$ cat src/rtl/ttc_tx_pkg.sv
// Constants and types shared by the TTC downlink TX framer and the RX derandomizer:
// sync pattern, PN seed/feedback taps and the framer state encoding.
package ttc_tx_pkg;

  localparam logic [15:0] TTC_SYNC_WORD = 16'hEB90;
  localparam logic [7:0]  TTC_LFSR_SEED = 8'hFF;
  // Feedback into bit 7 is r0^r1^r2^r3^r4^r6
  localparam logic [7:0]  TTC_PN_TAPS   = 8'b0101_1111;

  typedef enum logic [1:0] {
    ST_IDLE,
    ST_SYNC,
    ST_GUARD,
    ST_DATA
  } tx_state_t;

  function automatic logic [7:0] pn_step(input logic [7:0] state);
    return {^(state & TTC_PN_TAPS), state[7:1]};
  endfunction

endpackage

$ cat src/rtl/pn_lfsr8.sv
// 8-bit PN generator for the TTC downlink: right shift, feedback into bit 7, output r0.
// Load has priority over Step so a reseed always wins.
module pn_lfsr8
  import ttc_tx_pkg::*;
#(
  parameter logic [7:0] RESET_SEED = TTC_LFSR_SEED
) (
  input  logic       Clk,
  input  logic       Rst,
  input  logic       Load,
  input  logic [7:0] Seed,
  input  logic       Step,
  output logic       Bit
);

  logic [7:0] lfsr_reg;
  logic [7:0] lfsr_next;

  always_comb begin
    lfsr_next = lfsr_reg;
    if (Load) begin
      lfsr_next = Seed;
    end else if (Step) begin
      lfsr_next = pn_step(lfsr_reg);
    end
  end

  always_ff @(posedge Clk or negedge Rst) begin
    if (!Rst) begin
      lfsr_reg <= RESET_SEED;
    end else begin
      lfsr_reg <= lfsr_next;
    end
  end

  assign Bit = lfsr_reg[0];

endmodule

$ cat src/rtl/tx_randomizer.sv
// TTC downlink TX framer: sync word, guard zeros, then PN-randomized payload bytes,
// one bit per BitTickI, fed from a one-byte holding register.
module tx_randomizer
  import ttc_tx_pkg::*;
#(
  parameter logic [15:0] SYNC_WORD   = TTC_SYNC_WORD,
  parameter logic [7:0]  LFSR_SEED   = TTC_LFSR_SEED,
  parameter int          GUARD_BITS  = 1,
  parameter int          FRAME_BYTES = 64
) (
  input  logic       Clk,
  input  logic       Rst,
  input  logic       StartI,
  input  logic       AbortI,
  input  logic [7:0] DataI,
  input  logic       DataValidI,
  output logic       DataReadyO,
  input  logic       BitTickI,
  output logic       DataO,
  output logic       EnO,
  output logic       SyncO,
  output logic       BusyO,
  output logic       DoneO,
  output logic       UnderrunO
);

  localparam logic [3:0] GUARD_LAST = (GUARD_BITS > 0) ? 4'(GUARD_BITS - 1) : 4'd0;
  localparam logic [7:0] LAST_BYTE  = 8'(FRAME_BYTES - 1);

  tx_state_t  state_reg, state_next;
  logic [3:0] bit_cnt_reg, bit_cnt_next;
  logic [7:0] byte_cnt_reg, byte_cnt_next;
  logic [7:0] shift_reg, shift_next;
  logic [7:0] hold_reg, hold_next;
  logic       hold_full_reg, hold_full_next;
  logic       data_reg, data_next;
  logic       en_reg, en_next;
  logic       sync_reg, sync_next;
  logic       done_reg, done_next;
  logic       underrun_reg, underrun_next;

  logic       lfsr_load;
  logic       lfsr_step;
  logic       lfsr_bit;
  logic       fetch;
  logic       take;

  pn_lfsr8 #(
    .RESET_SEED(LFSR_SEED)
  ) u_pn (
    .Clk (Clk),
    .Rst (Rst),
    .Load(lfsr_load),
    .Seed(LFSR_SEED),
    .Step(lfsr_step),
    .Bit (lfsr_bit)
  );

  assign take = DataValidI & ~hold_full_reg;

  always_comb begin
    state_next     = state_reg;
    bit_cnt_next   = bit_cnt_reg;
    byte_cnt_next  = byte_cnt_reg;
    shift_next     = shift_reg;
    hold_next      = hold_reg;
    hold_full_next = hold_full_reg;
    data_next      = data_reg;
    en_next        = 1'b0;
    sync_next      = 1'b0;
    done_next      = 1'b0;
    underrun_next  = 1'b0;
    lfsr_load      = 1'b0;
    lfsr_step      = 1'b0;
    fetch          = 1'b0;

    if (AbortI) begin
      state_next    = ST_IDLE;
      bit_cnt_next  = 4'd15;
      byte_cnt_next = 8'd0;
      shift_next    = 8'h00;
      lfsr_load     = 1'b1;
    end else begin
      unique case (state_reg)
        ST_IDLE: begin
          if (StartI) begin
            state_next    = ST_SYNC;
            bit_cnt_next  = 4'd15;
            byte_cnt_next = 8'd0;
            lfsr_load     = 1'b1;
          end
        end

        ST_SYNC: begin
          if (BitTickI) begin
            data_next = SYNC_WORD[bit_cnt_reg];
            en_next   = 1'b1;
            sync_next = 1'b1;
            if (bit_cnt_reg == 4'd0) begin
              if (GUARD_BITS == 0) begin
                state_next    = ST_DATA;
                bit_cnt_next  = 4'd7;
                byte_cnt_next = 8'd0;
                fetch         = 1'b1;
              end else begin
                state_next   = ST_GUARD;
                bit_cnt_next = GUARD_LAST;
              end
            end else begin
              bit_cnt_next = bit_cnt_reg - 4'd1;
            end
          end
        end

        ST_GUARD: begin
          if (BitTickI) begin
            data_next = 1'b0;
            en_next   = 1'b1;
            sync_next = 1'b1;
            if (bit_cnt_reg == 4'd0) begin
              state_next    = ST_DATA;
              bit_cnt_next  = 4'd7;
              byte_cnt_next = 8'd0;
              fetch         = 1'b1;
            end else begin
              bit_cnt_next = bit_cnt_reg - 4'd1;
            end
          end
        end

        ST_DATA: begin
          if (BitTickI) begin
            data_next  = shift_reg[7] ^ lfsr_bit;
            en_next    = 1'b1;
            lfsr_step  = 1'b1;
            shift_next = {shift_reg[6:0], 1'b0};
            if (bit_cnt_reg == 4'd0) begin
              if (byte_cnt_reg == LAST_BYTE) begin
                state_next   = ST_IDLE;
                bit_cnt_next = 4'd15;
                done_next    = 1'b1;
              end else begin
                byte_cnt_next = byte_cnt_reg + 8'd1;
                bit_cnt_next  = 4'd7;
                fetch         = 1'b1;
              end
            end else begin
              bit_cnt_next = bit_cnt_reg - 4'd1;
            end
          end
        end

        default: begin
          state_next = ST_IDLE;
        end
      endcase
    end

    // An empty holding register still yields a byte slot: PN only, flagged as underrun
    if (fetch) begin
      if (hold_full_reg) begin
        shift_next     = hold_reg;
        hold_full_next = 1'b0;
      end else begin
        shift_next    = 8'h00;
        underrun_next = 1'b1;
      end
    end

    if (take) begin
      hold_next      = DataI;
      hold_full_next = 1'b1;
    end
  end

  always_ff @(posedge Clk or negedge Rst) begin
    if (!Rst) begin
      state_reg     <= ST_IDLE;
      bit_cnt_reg   <= 4'd15;
      byte_cnt_reg  <= 8'd0;
      shift_reg     <= 8'h00;
      hold_reg      <= 8'h00;
      hold_full_reg <= 1'b0;
      data_reg      <= 1'b0;
      en_reg        <= 1'b0;
      sync_reg      <= 1'b0;
      done_reg      <= 1'b0;
      underrun_reg  <= 1'b0;
    end else begin
      state_reg     <= state_next;
      bit_cnt_reg   <= bit_cnt_next;
      byte_cnt_reg  <= byte_cnt_next;
      shift_reg     <= shift_next;
      hold_reg      <= hold_next;
      hold_full_reg <= hold_full_next;
      data_reg      <= data_next;
      en_reg        <= en_next;
      sync_reg      <= sync_next;
      done_reg      <= done_next;
      underrun_reg  <= underrun_next;
    end
  end

  assign DataReadyO = ~hold_full_reg;
  assign DataO      = data_reg;
  assign EnO        = en_reg;
  assign SyncO      = sync_reg;
  assign BusyO      = (state_reg != ST_IDLE);
  assign DoneO      = done_reg;
  assign UnderrunO  = underrun_reg;

endmodule

$ cat config.mk
export PLATFORM = sky130hd
export DESIGN_NAME = tx_randomizer
export DESIGN_NICKNAME = d
export VERILOG_FILES = /design/src/rtl/ttc_tx_pkg.sv /design/src/rtl/pn_lfsr8.sv /design/src/rtl/tx_randomizer.sv
export SDC_FILE = /design/constraint.sdc
export NUM_CORES = 1
export LEC_CHECK = 0
export BUFFER_PORTS_ARGS = -buffer_cell sky130_fd_sc_hd__buf_2
export CAP_MARGIN = 10
export CORE_MARGIN = 5
export CORE_UTILIZATION = 55
export DETAILED_ROUTE_END_ITERATION = 16
export PLACE_DENSITY = 0.74
export REMOVE_ABC_BUFFERS = 1
export SETUP_SLACK_MARGIN = 0.3
export SYNTH_ARGS = -nofsm -noshare
export SYNTH_HDL_FRONTEND = slang
export SYNTH_HIERARCHICAL = 1
export SYNTH_SLANG_ARGS = --single-unit
$ cat constraint.sdc
create_clock -name Clk -period 5.4 [get_ports Clk]
set_input_delay 0.54 -clock Clk [delete_from_list [all_inputs] [get_ports Clk]]
set_output_delay 0.54 -clock Clk [all_outputs]
set_load 0.05 [all_outputs]
==> impl_results.md <==
- Register clock-pin slew on the reported worst setup and hold paths: 0.09 ns
- CP max-delay cell: nor2_1
- Max VDD drop: 0.000219 V
- Status: completed
- Synthesized area per cell: 10.7 µm²
- Crit path max fanout: 9
- Final setup viols: 0
- Worst Hold Class: primary input to asynchronous set/reset pin
- P_leak: 1.25 nW
- CTS buffer count: 5
- CTS tree: built
- Setup CP Type: flop to flop
- Detail Route Antenna Nets: 0
- Final core utilization: 0.630
- CP peak stage delay: 0.69 ns
- Max clock buf depth: 2
- Clock share of power: 0.236
- Critical path required time: 5.61 ns
- Die H: 77.5 µm
- Final instance area: 0.00276 mm²
- Horiz. Die Dim: 77.5 µm
- Root Driver: clkbuf_8
- Top post-synthesis cells by area: dfrtp_1 (32%), dfstp_2 (13%), mux2i_1 (4.4%)
- Yosys warns: 6
- Largest net degree at the start of global routing: 45
- Adder-cell share of the synthesized area: 0.0399
- EDFF count, synth: 0
- # resized after CTS: 0
- Crit path DAT: 2.36 ns
- RSZ-0062 raised after global routing: false
- Die area: 0.00601 mm²
- Maximum clock frequency: 0.465 GHz
- Seq cells post-synth: 44
- Core area: 0.00438 mm²
- Port Buffer Count: 20
- WP buf/inv: 0
- IO Pins: 21
- Switching power: 0.391 mW
- Post-CTS setup buffers: 0
- Area delta synth->final: 10.2%
- Internal cell power: 0.687 mW
- Initial antenna violation count: 0
- Initial core utilization: 0.572
- Gpl congestion: 0.864
- DRC: 0
- Cell row count: 24
- XOR/XNOR Fraction of Synth Area: 0.0260
- Final wirelength: 4760 µm
- Yosys top cell area share: 0.320
- Post-synthesis compound-gate area fraction: 0.173
- Detailed Place HPWL: 3310 µm
- Synth area leader: dfrtp_1
- Combinational share of power: 0.363
- DR iter-0 viols: 90
- Main combinational cell family by area after synthesis: compound AO/OA/AOI/OAI gates
- Max cap viols: 0
- Top cells by count, synth: dfrtp_1 (32), inv_1 (14), o21ai_0 (14)
- Crit path cell chain: ha_1 -> nand2b_1 -> nor2_1 -> mux2i_1 -> o21ai_0
- Worst setup EP type: flop
- Cts hold-fix bufs: 0
- Clk Latency, worst-skew pair: 0.30 ns
- 1st-pass router iterations: 4
- Mux cell area share after synthesis: 0.131
- Ys flop type: dfrtp_1
- Clk sinks: 44
- Vias in the first global route: 1801
- Hold Fails Final Rpt: 0
- Clk_skew: 0.00536 ns
- Cell family with most CP delay: simple AND/OR/NAND/NOR gates
- Actual slew at the worst max-slew pin: 0.963 ns
- GRT Total Usage: 0.169
- H-tree depth: 2
- Rel. slew slack: 0.358
- First-pass GRT wire length: 8310 µm
- Total grt overflow: 0
- Ant. Diodes: 0
- Final critical-path required period: 2.15 ns
- Cells after synthesis: 235
- Setup_tns: 0 ns
- Final nets: 281
- Async SR Flop Fraction: 1.00
- Power density cells: 390 mW/mm²
- Switch share: 0.363
- Cell area after synthesis: 0.00251 mm²
- Startpoint Class: flop
- Vias: 1796
- Final Max Slew Viols: 0
- Routed vias/inst: 5.76
- WL/cell: 15.3 µm
- Placed cell area: 0.00265 mm²
- Layout cells sized above 1: 0.246
- Simple-Gate Fraction of Synth Area: 0.144
- Most numerous cell in the Yosys netlist: dfrtp_1
- Register area share after synthesis: 0.445
- Synth unique cells: 56
- Part of the power in registers: 0.402
- Part of the cycle the worst path needs: 0.398
==> worst register-to-register path: stages, from the launching register on <==
cell	delay, ns
dfrtp_1	0.39
ha_1	0.38
nand2b_1	0.26
nor2_1	0.69
mux2i_1	0.25
o21ai_0	0.10
==> per-layer routing <==
layer  routed length (µm)  share of wire  vias up  track usage
met4                   80          0.017        0       0.0619
met5                    0              0        -            0
met3                  232          0.049       13       0.0370
li1                     -              -      899            -
met1                 2220           0.47      847        0.218
met2                 2230           0.47       37        0.279
==> metrics by stage <==
stage / worst slack [ns] / std cells / power [mW] / hold WS [ns]
final: 3.25 / 312 / 1.08 / 0.386
after global routing: 3.05 / 312 / 1.15 / 0.464
after global placement: 3.27 / 304 / 0.822 / 0.485
after detailed placement: 3.17 / 304 / 0.828 / 0.487
after floorplan: 3.47 / 232 / 0.737 / 0.244
after CTS: 3.23 / 312 / 1.09 / 0.421
==> cells in the final DEF (no fill, tap or decap), types with 4 or more instances in the layout <==
cell type,count
mux2_2,9
conb_1,8
nor2b_1,8
and3_1,4
inv_1,14
dfstp_2,12
a32o_1,7
mux2i_1,11
o22ai_1,4
dfrtp_1,32
mux2_4,7
nor2_1,12
nand2_1,13
nand3_1,4
clkbuf_8,5
a31oi_1,4
a21oi_1,10
nand2b_1,4
buf_2,20
o21ai_0,14
ha_1,8
==> final cells by class <==
cell class | instances | area, µm²
tap | 52 | 65.1
multi-input combinational | 174 | 1320
inverter | 14 | 52.6
clock inverter | 3 | 42.5
fill | 360 | 1620
timing repair buffer | 20 | 100
clock buffer | 5 | 68.8
sequential | 44 | 1120
==> cells by family after synthesis <==
| group | count (synthesis) |
|---|---|
| adder cells (fa/ha/maj) | 8 |
| XOR/XNOR | 5 |
| AO/OA/AOI/OAI | 61 |
| multiplexers | 28 |
| buffers and inverters | 24 |
| AND/OR/NAND/NOR | 64 |
| other | 1 |
| flip-flops | 44 |
==> worst paths after layout <==
kind / start / to / slack, ns / depth (start not counted)
max: state_reg[0]$_DFFE_PN0P_ / u_pn/lfsr_reg[5]$_DFFE_PN1P_ / 3.25 / 5
min: Rst / UnderrunO$_DFF_PN0_ / 0.39 / 1
max reg2reg: state_reg[0]$_DFFE_PN0P_ / u_pn/lfsr_reg[5]$_DFFE_PN1P_ / 3.25 / 5
min reg2reg: shift_reg[5]$_DFFE_PN0P_ / shift_reg[5]$_DFFE_PN0P_ / 0.51 / 1
max in group asynchronous: Rst / hold_reg[5]$_DFFE_PN0P_ / 4.41 / 1
min in group Clk: DataI[0] / hold_reg[0]$_DFFE_PN0P_ / 0.46 / 2
==> power groups by stage <==
stage | registers (mW) | logic [mW] | clock network [mW]
after floorplan | 0.452 | 0.285 | 0
after global placement | 0.437 | 0.385 | 0
after detailed placement | 0.440 | 0.388 | 0
after CTS | 0.434 | 0.392 | 0.262
after global routing | 0.441 | 0.437 | 0.275
final | 0.434 | 0.391 | 0.254
No activity file was read; power rests on OpenSTA's default activity.
